`src/rtl/cmd_pkg.sv`:
```
// Shared types and constants for the command dispatcher.
// Holds the opcode map, the FSM state encoding, response bytes, the AFE gain table and the trigger-level clamp.
package cmd_pkg;

  typedef enum logic [7:0] {
    OP_DUMP     = 8'h01,
    OP_GAIN     = 8'h02,
    OP_TRIG_LVL = 8'h03,
    OP_TRIG_POS = 8'h04,
    OP_DEC      = 8'h05,
    OP_TRIG_CFG = 8'h06,
    OP_TRIG_RD  = 8'h07,
    OP_EEP_WR   = 8'h08,
    OP_EEP_RD   = 8'h09,
    OP_GAIN_RD  = 8'h0A
  } opcode_t;

  typedef enum logic [2:0] {
    ST_IDLE      = 3'd0,
    ST_DECODE    = 3'd1,
    ST_SPI_WAIT  = 3'd2,
    ST_RESP      = 3'd3,
    ST_WAIT_RESP = 3'd4
  } state_t;

  localparam logic [7:0] ACK_BYTE     = 8'hA5;
  localparam logic [7:0] NACK_BYTE    = 8'hEE;
  localparam logic [7:0] TRIG_LVL_MIN = 8'd46;
  localparam logic [7:0] TRIG_LVL_MAX = 8'd201;
  localparam logic [7:0] SPI_WR_REG   = 8'h13;

  localparam logic [7:0] GAIN_LUT [8] = '{8'h02, 8'h05, 8'h09, 8'h14,
                                          8'h28, 8'h46, 8'h6B, 8'hDD};

  // Keeps the trigger DAC inside the range the front end can actually reach.
  function automatic logic [7:0] sat_lvl(input logic [7:0] ll);
    if (ll < TRIG_LVL_MIN)      return TRIG_LVL_MIN;
    else if (ll > TRIG_LVL_MAX) return TRIG_LVL_MAX;
    else                        return ll;
  endfunction

endpackage

```
`src/rtl/cmd_wdog.sv`:
```
// Stall watchdog for the dispatcher: counts while enabled, restarts on clr,
// and raises expired once the count reaches LIMIT (holding there until cleared).
module cmd_wdog #(
  parameter int LIMIT = 65535
) (
  input  logic clk,
  input  logic rst_n,
  input  logic clr,
  input  logic en,
  output logic expired
);

  logic [15:0] cnt_q, cnt_d;

  assign expired = (cnt_q == 16'(LIMIT));

  always_comb begin
    cnt_d = cnt_q;
    if (clr)                cnt_d = '0;
    else if (en && !expired) cnt_d = cnt_q + 16'd1;
  end

  always_ff @(posedge clk or negedge rst_n) begin
    if (!rst_n) cnt_q <= '0;
    else        cnt_q <= cnt_d;
  end

endmodule

```
`src/rtl/cmd_dispatch.sv`:
```
// Command decoder/dispatcher between the UART command receiver and the scope datapath.
// Optional stall watchdog enabled with `define CMD_DISPATCH_WDOG_EN.
module cmd_dispatch
  import cmd_pkg::*;
#(
  parameter int NUM_CH     = 4,
  parameter int SS_W       = 3,
  parameter int TRIG_POS_W = 9,
  parameter int DEC_W      = 4,
  parameter int WDOG_CYC   = 65535
) (
  input  logic                  clk,
  input  logic                  rst_n,
  input  logic [23:0]           cmd,
  input  logic                  cmd_rdy,
  output logic                  clr_cmd_rdy,
  output logic [7:0]            resp_data,
  output logic                  send_resp,
  input  logic                  resp_sent,
  output logic [15:0]           SPI_data,
  output logic                  wrt_SPI,
  output logic [SS_W-1:0]       ss,
  input  logic                  SPI_done,
  input  logic [7:0]            EEP_data,
  output logic                  dump_en,
  output logic [1:0]            dump_chan,
  output logic [7:0]            trig_cfg,
  output logic [TRIG_POS_W-1:0] trig_pos,
  output logic [DEC_W-1:0]      decimator,
  output logic [3*NUM_CH-1:0]   gain_vec,
  output logic                  busy
);

  // Handshakes: cmd is taken in the IDLE cycle where cmd_rdy is high (clr_cmd_rdy
  // answers in that same cycle); wrt_SPI is a one-cycle request answered by SPI_done
  // any cycle later; send_resp is a one-cycle request answered by resp_sent in the
  // same cycle or any cycle later, with resp_data held stable until then.

  localparam logic [SS_W-1:0] SS_IDLE = '1;
  localparam logic [SS_W-1:0] SS_TRIG = SS_W'(NUM_CH);
  localparam logic [SS_W-1:0] SS_EEP  = SS_W'(NUM_CH + 1);

  state_t                  state_q, state_d;
  logic [23:0]             cmd_q, cmd_d;
  logic [7:0]              resp_q, resp_d;
  logic [15:0]             spi_data_q, spi_data_d;
  logic                    wrt_spi_q, wrt_spi_d;
  logic [SS_W-1:0]         ss_q, ss_d;
  logic                    dump_en_q, dump_en_d;
  logic [1:0]              dump_chan_q, dump_chan_d;
  logic [7:0]              trig_cfg_q, trig_cfg_d;
  logic [TRIG_POS_W-1:0]   trig_pos_q, trig_pos_d;
  logic [DEC_W-1:0]        dec_q, dec_d;
  logic [3*NUM_CH-1:0]     gain_q, gain_d;

  opcode_t    op;
  logic [1:0] cc;
  logic [2:0] ggg;
  logic       cc_ok;
  logic       spi_op;
  logic [2:0] gain_sel;
  logic       wdog_exp;
  logic       unused_cmd_bits;

  assign op     = opcode_t'(cmd_q[23:16]);
  assign cc     = cmd_q[9:8];
  assign ggg    = cmd_q[12:10];
  assign cc_ok  = (int'(cc) < NUM_CH);
  assign spi_op = ((op == OP_GAIN) && cc_ok) || (op == OP_TRIG_LVL) ||
                  (op == OP_EEP_WR) || (op == OP_EEP_RD);
  assign unused_cmd_bits = ^cmd_q[15:14];

  always_comb begin
    gain_sel = '0;
    for (int i = 0; i < NUM_CH; i++)
      if (cc == 2'(i)) gain_sel = gain_q[3*i +: 3];
  end

`ifdef CMD_DISPATCH_WDOG_EN
  logic wdog_clr, wdog_en;
  assign wdog_clr = (state_d != state_q);
  assign wdog_en  = (state_q == ST_SPI_WAIT) || (state_q == ST_WAIT_RESP);

  cmd_wdog #(.LIMIT(WDOG_CYC)) u_wdog (
    .clk     (clk),
    .rst_n   (rst_n),
    .clr     (wdog_clr),
    .en      (wdog_en),
    .expired (wdog_exp)
  );
`else
  // Without the watchdog both wait states block indefinitely.
  assign wdog_exp = (WDOG_CYC < 0);
`endif

  // FSM: state register
  always_ff @(posedge clk or negedge rst_n) begin
    if (!rst_n) state_q <= ST_IDLE;
    else        state_q <= state_d;
  end

  // FSM: next state
  always_comb begin
    state_d = state_q;
    unique case (state_q)
      ST_IDLE:      if (cmd_rdy) state_d = ST_DECODE;
      ST_DECODE:    state_d = spi_op ? ST_SPI_WAIT : ST_RESP;
      ST_SPI_WAIT:  if (SPI_done || wdog_exp) state_d = ST_RESP;
      ST_RESP:      state_d = resp_sent ? ST_IDLE : ST_WAIT_RESP;
      ST_WAIT_RESP: if (resp_sent || wdog_exp) state_d = ST_IDLE;
      default:      state_d = ST_IDLE;
    endcase
  end

  // FSM: outputs
  always_comb begin
    clr_cmd_rdy = (state_q == ST_IDLE) && cmd_rdy;
    send_resp   = (state_q == ST_RESP);
    busy        = (state_q != ST_IDLE);
  end

  always_comb begin
    cmd_d       = cmd_q;
    resp_d      = resp_q;
    spi_data_d  = spi_data_q;
    wrt_spi_d   = 1'b0;
    ss_d        = ss_q;
    dump_en_d   = 1'b0;
    dump_chan_d = dump_chan_q;
    trig_cfg_d  = trig_cfg_q;
    trig_pos_d  = trig_pos_q;
    dec_d       = dec_q;
    gain_d      = gain_q;

    if ((state_q == ST_IDLE) && cmd_rdy) cmd_d = cmd;

    unique case (state_q)
      ST_DECODE: begin
        resp_d    = ACK_BYTE;
        wrt_spi_d = spi_op;
        case (op)
          OP_DUMP:
            if (cc_ok) begin
              dump_chan_d = cc;
              dump_en_d   = 1'b1;
            end else begin
              resp_d = NACK_BYTE;
            end
          OP_GAIN:
            if (cc_ok) begin
              spi_data_d = {SPI_WR_REG, GAIN_LUT[ggg]};
              ss_d       = SS_W'(cc);
            end else begin
              resp_d = NACK_BYTE;
            end
          OP_TRIG_LVL: begin
            spi_data_d = {SPI_WR_REG, sat_lvl(cmd_q[7:0])};
            ss_d       = SS_TRIG;
          end
          OP_TRIG_POS: trig_pos_d = cmd_q[TRIG_POS_W-1:0];
          OP_DEC:      dec_d      = cmd_q[DEC_W-1:0];
          OP_TRIG_CFG: trig_cfg_d = {2'b00, cmd_q[13:8]};
          OP_TRIG_RD:  resp_d     = {2'b00, trig_cfg_q[5:0]};
          OP_EEP_WR: begin
            spi_data_d = {2'b01, cmd_q[13:0]};
            ss_d       = SS_EEP;
          end
          OP_EEP_RD: begin
            spi_data_d = {2'b00, cmd_q[13:8], 8'h00};
            ss_d       = SS_EEP;
          end
          OP_GAIN_RD:  resp_d = cc_ok ? {5'b0, gain_sel} : NACK_BYTE;
          default:     resp_d = NACK_BYTE;
        endcase
      end
      ST_SPI_WAIT: begin
        if (SPI_done) begin
          // The gain register only changes once the AFE has actually been written.
          if (op == OP_GAIN)
            for (int i = 0; i < NUM_CH; i++)
              if (cc == 2'(i)) gain_d[3*i +: 3] = ggg;
          if (op == OP_EEP_RD) resp_d = EEP_data;
        end else if (wdog_exp) begin
          ss_d   = SS_IDLE;
          resp_d = NACK_BYTE;
        end
      end
      ST_RESP, ST_WAIT_RESP:
        if (state_d == ST_IDLE) ss_d = SS_IDLE;
      default: ;
    endcase
  end

  always_ff @(posedge clk or negedge rst_n) begin
    if (!rst_n) begin
      cmd_q       <= '0;
      resp_q      <= ACK_BYTE;
      spi_data_q  <= '0;
      wrt_spi_q   <= 1'b0;
      ss_q        <= SS_IDLE;
      dump_en_q   <= 1'b0;
      dump_chan_q <= '0;
      trig_cfg_q  <= '0;
      trig_pos_q  <= '0;
      dec_q       <= '0;
      gain_q      <= '0;
    end else begin
      cmd_q       <= cmd_d;
      resp_q      <= resp_d;
      spi_data_q  <= spi_data_d;
      wrt_spi_q   <= wrt_spi_d;
      ss_q        <= ss_d;
      dump_en_q   <= dump_en_d;
      dump_chan_q <= dump_chan_d;
      trig_cfg_q  <= trig_cfg_d;
      trig_pos_q  <= trig_pos_d;
      dec_q       <= dec_d;
      gain_q      <= gain_d;
    end
  end

  assign resp_data = resp_q;
  assign SPI_data  = spi_data_q;
  assign wrt_SPI   = wrt_spi_q;
  assign ss        = ss_q;
  assign dump_en   = dump_en_q;
  assign dump_chan = dump_chan_q;
  assign trig_cfg  = trig_cfg_q;
  assign trig_pos  = trig_pos_q;
  assign decimator = dec_q;
  assign gain_vec  = gain_q;

endmodule

```
`config.mk`:
```
export PLATFORM = sky130hd
export DESIGN_NAME = cmd_dispatch
export DESIGN_NICKNAME = d
export VERILOG_FILES = /design/src/rtl/cmd_pkg.sv /design/src/rtl/cmd_wdog.sv /design/src/rtl/cmd_dispatch.sv
export SDC_FILE = /design/constraint.sdc
export NUM_CORES = 1
export LEC_CHECK = 0
export CORE_MARGIN = 2
export CORE_UTILIZATION = 53
export CTS_BUF_LIST = sky130_fd_sc_hd__clkbuf_16
export DETAILED_ROUTE_END_ITERATION = 10
export GPL_TIMING_DRIVEN = 0
export PLACE_DENSITY = 0.93
export SLEW_MARGIN = 10
export SYNTH_ARGS = -nofsm -noshare
export SYNTH_HDL_FRONTEND = slang
export SYNTH_SLANG_ARGS = --single-unit
```
`constraint.sdc`:
```
create_clock -name clk -period 4.75 [get_ports clk]
set_input_delay 0.7125 -clock clk [delete_from_list [all_inputs] [get_ports clk]]
set_output_delay 0.7125 -clock clk [all_outputs]
set_load 0.02 [all_outputs]
```
==> results.py, run 1 <==
metrics = {
    "sta": {
        "hold_violations": 0,
        "setup_ws_ns": 1.22,
        "hold_ws_ns": 0.346,
        "finalCritPeriodShare_pct": 74.2,
        "clock_skew_ns": 0.00770,
        "tightest_slew_ns": 0.677,
        "grt_setup_unrepaired": "no",
        "setup_viol_count_final": 0,
        "max_slew_margin_pct": 54.2,
        "setup_tns_ns": 0,
        "period_needed_ns": 3.53,
        "fmax_ghz": 0.284,
        "finalMaxSlewViolations": 0,
    },
    "critical_path": {
        "crit_type": "input port to output pin",
        "cp.required_ns": 4.04,
        "timing.rr.end": "SPI_data[3]",
        "cp-start-kind": "input port",
        "end_kind": "output pin",
        "rr_startpoint": "cmd_q[21]",
        "crit_path_max_incr_delay_ns": 0.70,
        "cp_common_cell": "clkdlybuf4s50_1",
        "worstSetupEndpoint": "clr_cmd_rdy",
        "critPathArrivalTime_ns": 2.81,
        "r2r_slack_ns": 2.28,
        "crit_path_start": "cmd_rdy",
        "crit_slowest_cell": "clkdlybuf4s50_1",
        "crit_fanout": 10,
        "path_cells": "clkdlybuf4s50_1, inv_1, nor2_1, buf_2, clkbuf_1, clkdlybuf4s50_1",
        "reg2regPathDepth": 6,
    },
    "yosys": {
        "yosys.area_share.simple_pct": 15.5,
        "synth_area_um2": 4150,
        "yosysSeqAreaShare_pct": 52.1,
        "ys_types": 62,
        "synth.avg_cell_area_um2": 11.7,
        "postSynthCellCount": 354,
        "synth-edff-count": 0,
        "synth_warnings": 0,
        "ys_async_sr_fraction_pct": 100,
        "synth_compound_area_share_pct": 11.4,
        "synth_mux_area_share_pct": 16.0,
        "ys.flop_type": "dfrtp_1",
        "synth_top_family_by_area": "multiplexers",
        "synth.ff_latch_count": 86,
        "synth_fa_ha_area_share_pct": 1.21,
        "synthXorXnorAreaFrac_pct": 0.211,
    },
    "drt": {
        "drtPass1Iterations": 5,
        "wl_per_cell_um": 19.3,
        "num_vias": 3460,
        "drtIter0Drc": 370,
        "postRouteAntennaNets": 0,
        "route.detailed.drc": 0,
        "vias_per_cell": 6.04,
        "routed_wl_mm": 11.1,
    },
    "global_routing": {
        "antenna_found_initial": 0,
        "grt.overflow.total": 0,
        "grt_pass1_vias": 3438,
        "grt_pass1_wl_mm": 17.7,
        "grt_use_total_pct": 26.6,
        "grt_max_degree": 50,
    },
    "clocking": {
        "postCtsHoldBufs": 0,
        "ctsLongestPathBuffers": 2,
        "htreeDepth": 3,
        "cts_buffers": 9,
        "post_cts_buffers": 0,
        "clockRootBuffer": "clkbuf_16",
        "cts_tree": "yes",
        "clock_latency_ns": 0.34,
        "clkTransAtPathRegs_ns": 0.06,
        "cts_sinks": 86,
        "ctsResizeCount": 0,
    },
    "run": {
        "cap_violations": 0,
    },
    "power": {
        "vdd_drop_max_mv": 0.405,
        "power_density_nw_per_um2": 619,
        "p_leak_nw": 2.36,
    },
    "die": {
        "dieArea_um2": 8550,
        "pin_count": 104,
        "die-height_um": 92.5,
        "start_util_pct": 54.3,
        "rows": 32,
        "die_width_um": 92.5,
        "core_um2": 7650,
    },
    "place": {
        "pre_cts_ws_ns": 1.27,
        "io_buffers": 98,
        "dp_hpwl_mm": 7.83,
        "gp_congestion": 0.877,
    },
    "finish": {
        "area_growth_pct": 33.7,
        "nNetsFinal": 507,
        "multiInputGateArea_um2": 1850,
        "num_antenna_cells": 0,
        "final_layout_size_suffix_gt1_share_pct": 20.2,
        "regArea_um2": 2160,
        "fillCellCount": 524,
        "final_common_cell": "clkdlybuf4s50_1",
        "layout_common_cells": "clkdlybuf4s50_1, dfrtp_1, mux2_2",
    },
    "hold_path": {
        "min_path_type": "input port to asynchronous set/reset pin",
    },
    "run_status": {
        "status": "completed",
    },
}
-- cell type report --
type,instances,area share (%)
Inverter,9,0.609
Buffer,21,2.03
Tap cell,102,2.30
Sequential cell,86,38.9
Clock buffer,9,4.06
Clock inverter,7,0.586
Timing Repair Buffer,99,18.1
Multi-Input combinational cell,240,33.3
-- how the worst min path moves through the flow --
stage	slack, ns	end	cells past startpoint	from
2_1_floorplan	0.42	SPI_data[0]	0	rst_n
3_3_place_gp	0.46	resp_data[4]	2	resp_data[4]
3_5_place_dp	0.48	resp_data[4]	2	resp_data[4]
4_1_cts	0.36	trig_pos[6]	1	rst_n
5_1_grt	0.39	SPI_data[2]	1	rst_n
6_report	0.35	trig_pos[6]	1	rst_n
-- worst max-delay path, delay by kind of cell --
| kind | cells | cell delay, ns |
|---|---|---|
| buf+inv | 5 | 1.90 |
| simple gates | 1 | 0.19 |
-- cell usage after synthesis, types with 2 or more instances --
cell / n / area, um^2
nand3_1: 3 / 15.0
mux4_2: 3 / 67.6
nand2b_1: 4 / 25.0
and3b_1: 4 / 35.0
mux2_2: 51 / 574
clkbuf_1: 10 / 37.5
o22a_1: 5 / 43.8
a22o_1: 3 / 26.3
or3_1: 3 / 18.8
and3_1: 3 / 18.8
o21ai_0: 17 / 85.1
a211oi_1: 2 / 15.0
a22oi_1: 2 / 15.0
o2bb2ai_1: 2 / 17.5
inv_1: 8 / 30.0
dfstp_2: 7 / 184
dfrtp_1: 79 / 1980
nor3_1: 4 / 20.0
a41oi_1: 2 / 17.5
nand4_1: 5 / 31.3
mux2i_1: 2 / 20.0
nor4_4: 3 / 63.8
nand4b_1: 2 / 17.5
nor2b_1: 3 / 18.8
nand3b_1: 3 / 22.5
ha_1: 4 / 50.1
buf_4: 5 / 37.5
a32oi_1: 2 / 17.5
o211ai_1: 3 / 22.5
nor2_1: 25 / 93.8
o31ai_1: 3 / 22.5
buf_2: 4 / 20.0
a21oi_1: 10 / 50.1
nand2_1: 30 / 113
or3b_2: 2 / 17.5
nor3b_1: 8 / 60.1
o32a_1: 3 / 30.0
-- metal layers --
metal,track usage (%),part of all wire [%],up-vias
li1,-,-,1517
met1,34.4,40,1751
met2,43.7,50,173
met3,7.49,8.4,19
met4,8.71,1.6,0
met5,0,0,-
-- sequential cells by signal, summed over array words and instances (netlist names) --
name       cells
SPI_data      15
wrt_SPI        1
trig_cfg       6
state_q        3
dump_en        1
gain_vec      12
ss             3
decimator      4
cmd_q         22
trig_pos       9
dump_chan      2
resp_data      8
-- metrics by stage --
step | instances | total power, mW | utilization [%] | cell area (um^2)
finish | 573 | 3.44 | 72.5 | 5550
global route | 573 | 3.62 | 72.5 | 5550
CTS | 573 | 3.43 | 72.5 | 5550
detailed placement | 557 | 2.80 | 69.2 | 5290
global placement | 556 | 2.72 | 68.8 | 5270
floorplan | 356 | 2.17 | - | 4160
-- power by group --
group | total [mW] | internal (mW) | switching [mW]
logic | 1.56 | 0.710 | 0.852
registers | 1.26 | 1.00 | 0.254
clock network | 0.617 | 0.345 | 0.272
total | 3.44 | 2.06 | 1.38
-- cell families after synthesis --
| logic type | after synthesis |
|---|---|
| xor gates and xnor gates | 1 |
| muxes | 56 |
| other | 1 |
| AOI/OAI and AO/OA | 66 |
| buffers and inverters | 30 |
| and+or+nand+nor | 110 |
| adders and majority gates | 4 |
| DFF | 86 |
No activity file was read; power rests on OpenSTA's default activity.
==> run 2, diff against run 1 <==
--- a/config.mk
+++ b/config.mk
@@ -6,11 +6,11 @@
 export NUM_CORES = 1
 export LEC_CHECK = 0
 export CORE_MARGIN = 2
-export CORE_UTILIZATION = 53
+export CORE_UTILIZATION = 45
 export CTS_BUF_LIST = sky130_fd_sc_hd__clkbuf_16
 export DETAILED_ROUTE_END_ITERATION = 10
 export GPL_TIMING_DRIVEN = 0
-export PLACE_DENSITY = 0.93
+export PLACE_DENSITY = 0.85
 export SLEW_MARGIN = 10
 export SYNTH_ARGS = -nofsm -noshare
 export SYNTH_HDL_FRONTEND = slang
==> constraint.sdc (replaced) <==
create_clock -name clk -period 2.9 [get_ports clk]
set_input_delay 0.435 -clock clk [delete_from_list [all_inputs] [get_ports clk]]
set_output_delay 0.435 -clock clk [all_outputs]
set_load 0.02 [all_outputs]
==> results.py, run 2 (synthesis results as in run 1) <==
metrics = {
    "clocking": {
        "ctsLongestPathBuffers": 2,
        "htreeDepth": 3,
        "postCtsHoldBufs": 0,
        "cts_sinks": 86,
        "clkTransAtPathRegs_ns": 0.06,
        "cts_buffers": 9,
        "cts_tree": "yes",
        "clockRootBuffer": "clkbuf_16",
        "clock_latency_ns": 0.34,
    },
    "drt": {
        "routed_wl_mm": 10.7,
        "drtIter0Drc": 215,
        "drtPass1Iterations": 5,
        "route.detailed.drc": 0,
        "postRouteAntennaNets": 0,
        "wl_per_cell_um": 18.4,
        "vias_per_cell": 5.76,
        "num_vias": 3346,
    },
    "sta": {
        "grt_setup_unrepaired": "no",
        "hold_ws_ns": 0.0404,
        "clock_skew_ns": 0.00778,
        "tightest_slew_ns": 0.702,
        "setup_viol_count_final": 0,
        "finalCritPeriodShare_pct": 94.2,
        "setup_ws_ns": 0.167,
        "max_slew_margin_pct": 53.2,
        "hold_violations": 0,
        "period_needed_ns": 2.73,
        "finalMaxSlewViolations": 0,
        "fmax_ghz": 0.366,
    },
    "finish": {
        "final_util_pct": 61.4,
        "num_antenna_cells": 0,
        "layout_common_cells": "clkdlybuf4s50_1, dfrtp_1, mux2_2",
        "nNetsFinal": 506,
        "final_layout_size_suffix_gt1_share_pct": 20.6,
        "area_growth_pct": 34.8,
        "largest_register": "cmd_q",
        "final_cells": 581,
        "largest_register_ff_count": 22,
        "fin_area_um2": 5590,
        "final_common_cell": "clkdlybuf4s50_1",
    },
    "critical_path": {
        "end_kind": "output pin",
        "crit_type": "flip-flop to output pin",
        "r2r_slack_ns": 0.45,
        "cp-start-kind": "flip-flop",
        "reg2regPathDepth": 6,
        "cp.required_ns": 2.47,
        "critPathArrivalTime_ns": 2.30,
        "crit_fanout": 19,
    },
    "die": {
        "pin_count": 104,
        "start_util_pct": 45.5,
        "die_width_um": 100,
        "rows": 35,
        "core_um2": 9110,
        "dieArea_um2": 10000,
        "die-height_um": 100,
    },
    "power": {
        "power_density_nw_per_um2": 1020,
        "pwr-share-comb_pct": 44.3,
        "p_leak_nw": 2.38,
        "vdd_drop_max_mv": 0.503,
        "pwr-share-seq_pct": 35.9,
        "clockPowerShare_pct": 19.9,
        "internal-power_mw": 3.47,
        "p_sw_mw": 2.24,
        "sw_frac_of_total_pct": 39.2,
    },
    "place": {
        "dp_hpwl_mm": 7.87,
        "pre_cts_ws_ns": 0.0202,
        "place_inst": 566,
        "gp_congestion": 0.902,
        "postPlaceCellArea_um2": 5300,
        "io_buffers": 98,
    },
    "hold_path": {
        "min_path_type": "input port to asynchronous set/reset pin",
    },
    "global_routing": {
        "grt_pass1_vias": 3416,
        "grt_use_total_pct": 22.5,
        "grt_pass1_wl_mm": 17.5,
        "grt_max_degree": 52,
        "grt.overflow.total": 0,
        "antenna_found_initial": 0,
    },
    "run_status": {
        "status": "completed",
    },
    "run": {
        "cap_violations": 0,
    },
}
==> run 2: final timing paths <==
check,startpoint,endpoint
min in group clk,resp_data[5],resp_data[5]
max,state_q[2],clr_cmd_rdy
max in group asynchronous,rst_n,resp_data[2]
max reg2reg,cmd_q[21],SPI_data[3]
min reg2reg,resp_data[5],resp_data[5]
min,rst_n,trig_pos[6]
==> run 2: what timing repair did <==
action	CTS	global route
setup endpoints to repair	1	1
buffers inserted	0	0
gates resized for setup	0	2
==> run 2: layer usage <==
metal / track usage (%) / vias up / wire [um]
met5: 0 / - / 0
met4: 10.2 / 0 / 305
met3: 4.11 / 31 / 770
met1: 29.8 / 1635 / 4440
li1: - / 1512 / -
met2: 36.1 / 168 / 5200
==> run 2: power by group through the flow <==
| stage | combinational (mW) | sequential (mW) | clock, mW |
|---|---|---|---|
| final | 2.53 | 2.05 | 1.14 |
| after global routing | 2.72 | 2.12 | 1.18 |
| after CTS | 2.52 | 2.05 | 1.13 |
| after detailed placement | 2.50 | 2.06 | 0 |
| after global placement | 2.42 | 2.04 | 0 |
| after floorplan | 1.30 | 2.25 | 0 |
==> run 2: area by class of cell <==
class,count,area [um^2]
Fill cell,721,3520
Sequential cell,86,2160
Multi-Input combinational cell,240,1850
Timing Repair Buffer,99,1010
Clock buffer,9,225
Tap cell,111,139
Buffer,20,111
Clock inverter,7,66.3
Inverter,9,33.8
==> run 2: worst max-delay path: stages (launching register included) <==
cell and delay [ns]:
dfrtp_1 0.42, or3_1 0.41, nor2_1 0.18, buf_4 0.28, clkdlybuf4s50_1 0.65
==> run 2: metrics by stage <==
step / TNS [ns] / power, mW
floorplan: 0 / 3.55
global placement: -120.16 / 4.46
detailed placement: 0 / 4.56
CTS: 0 / 5.71
global route: 0 / 6.02
finish: 0 / 5.71
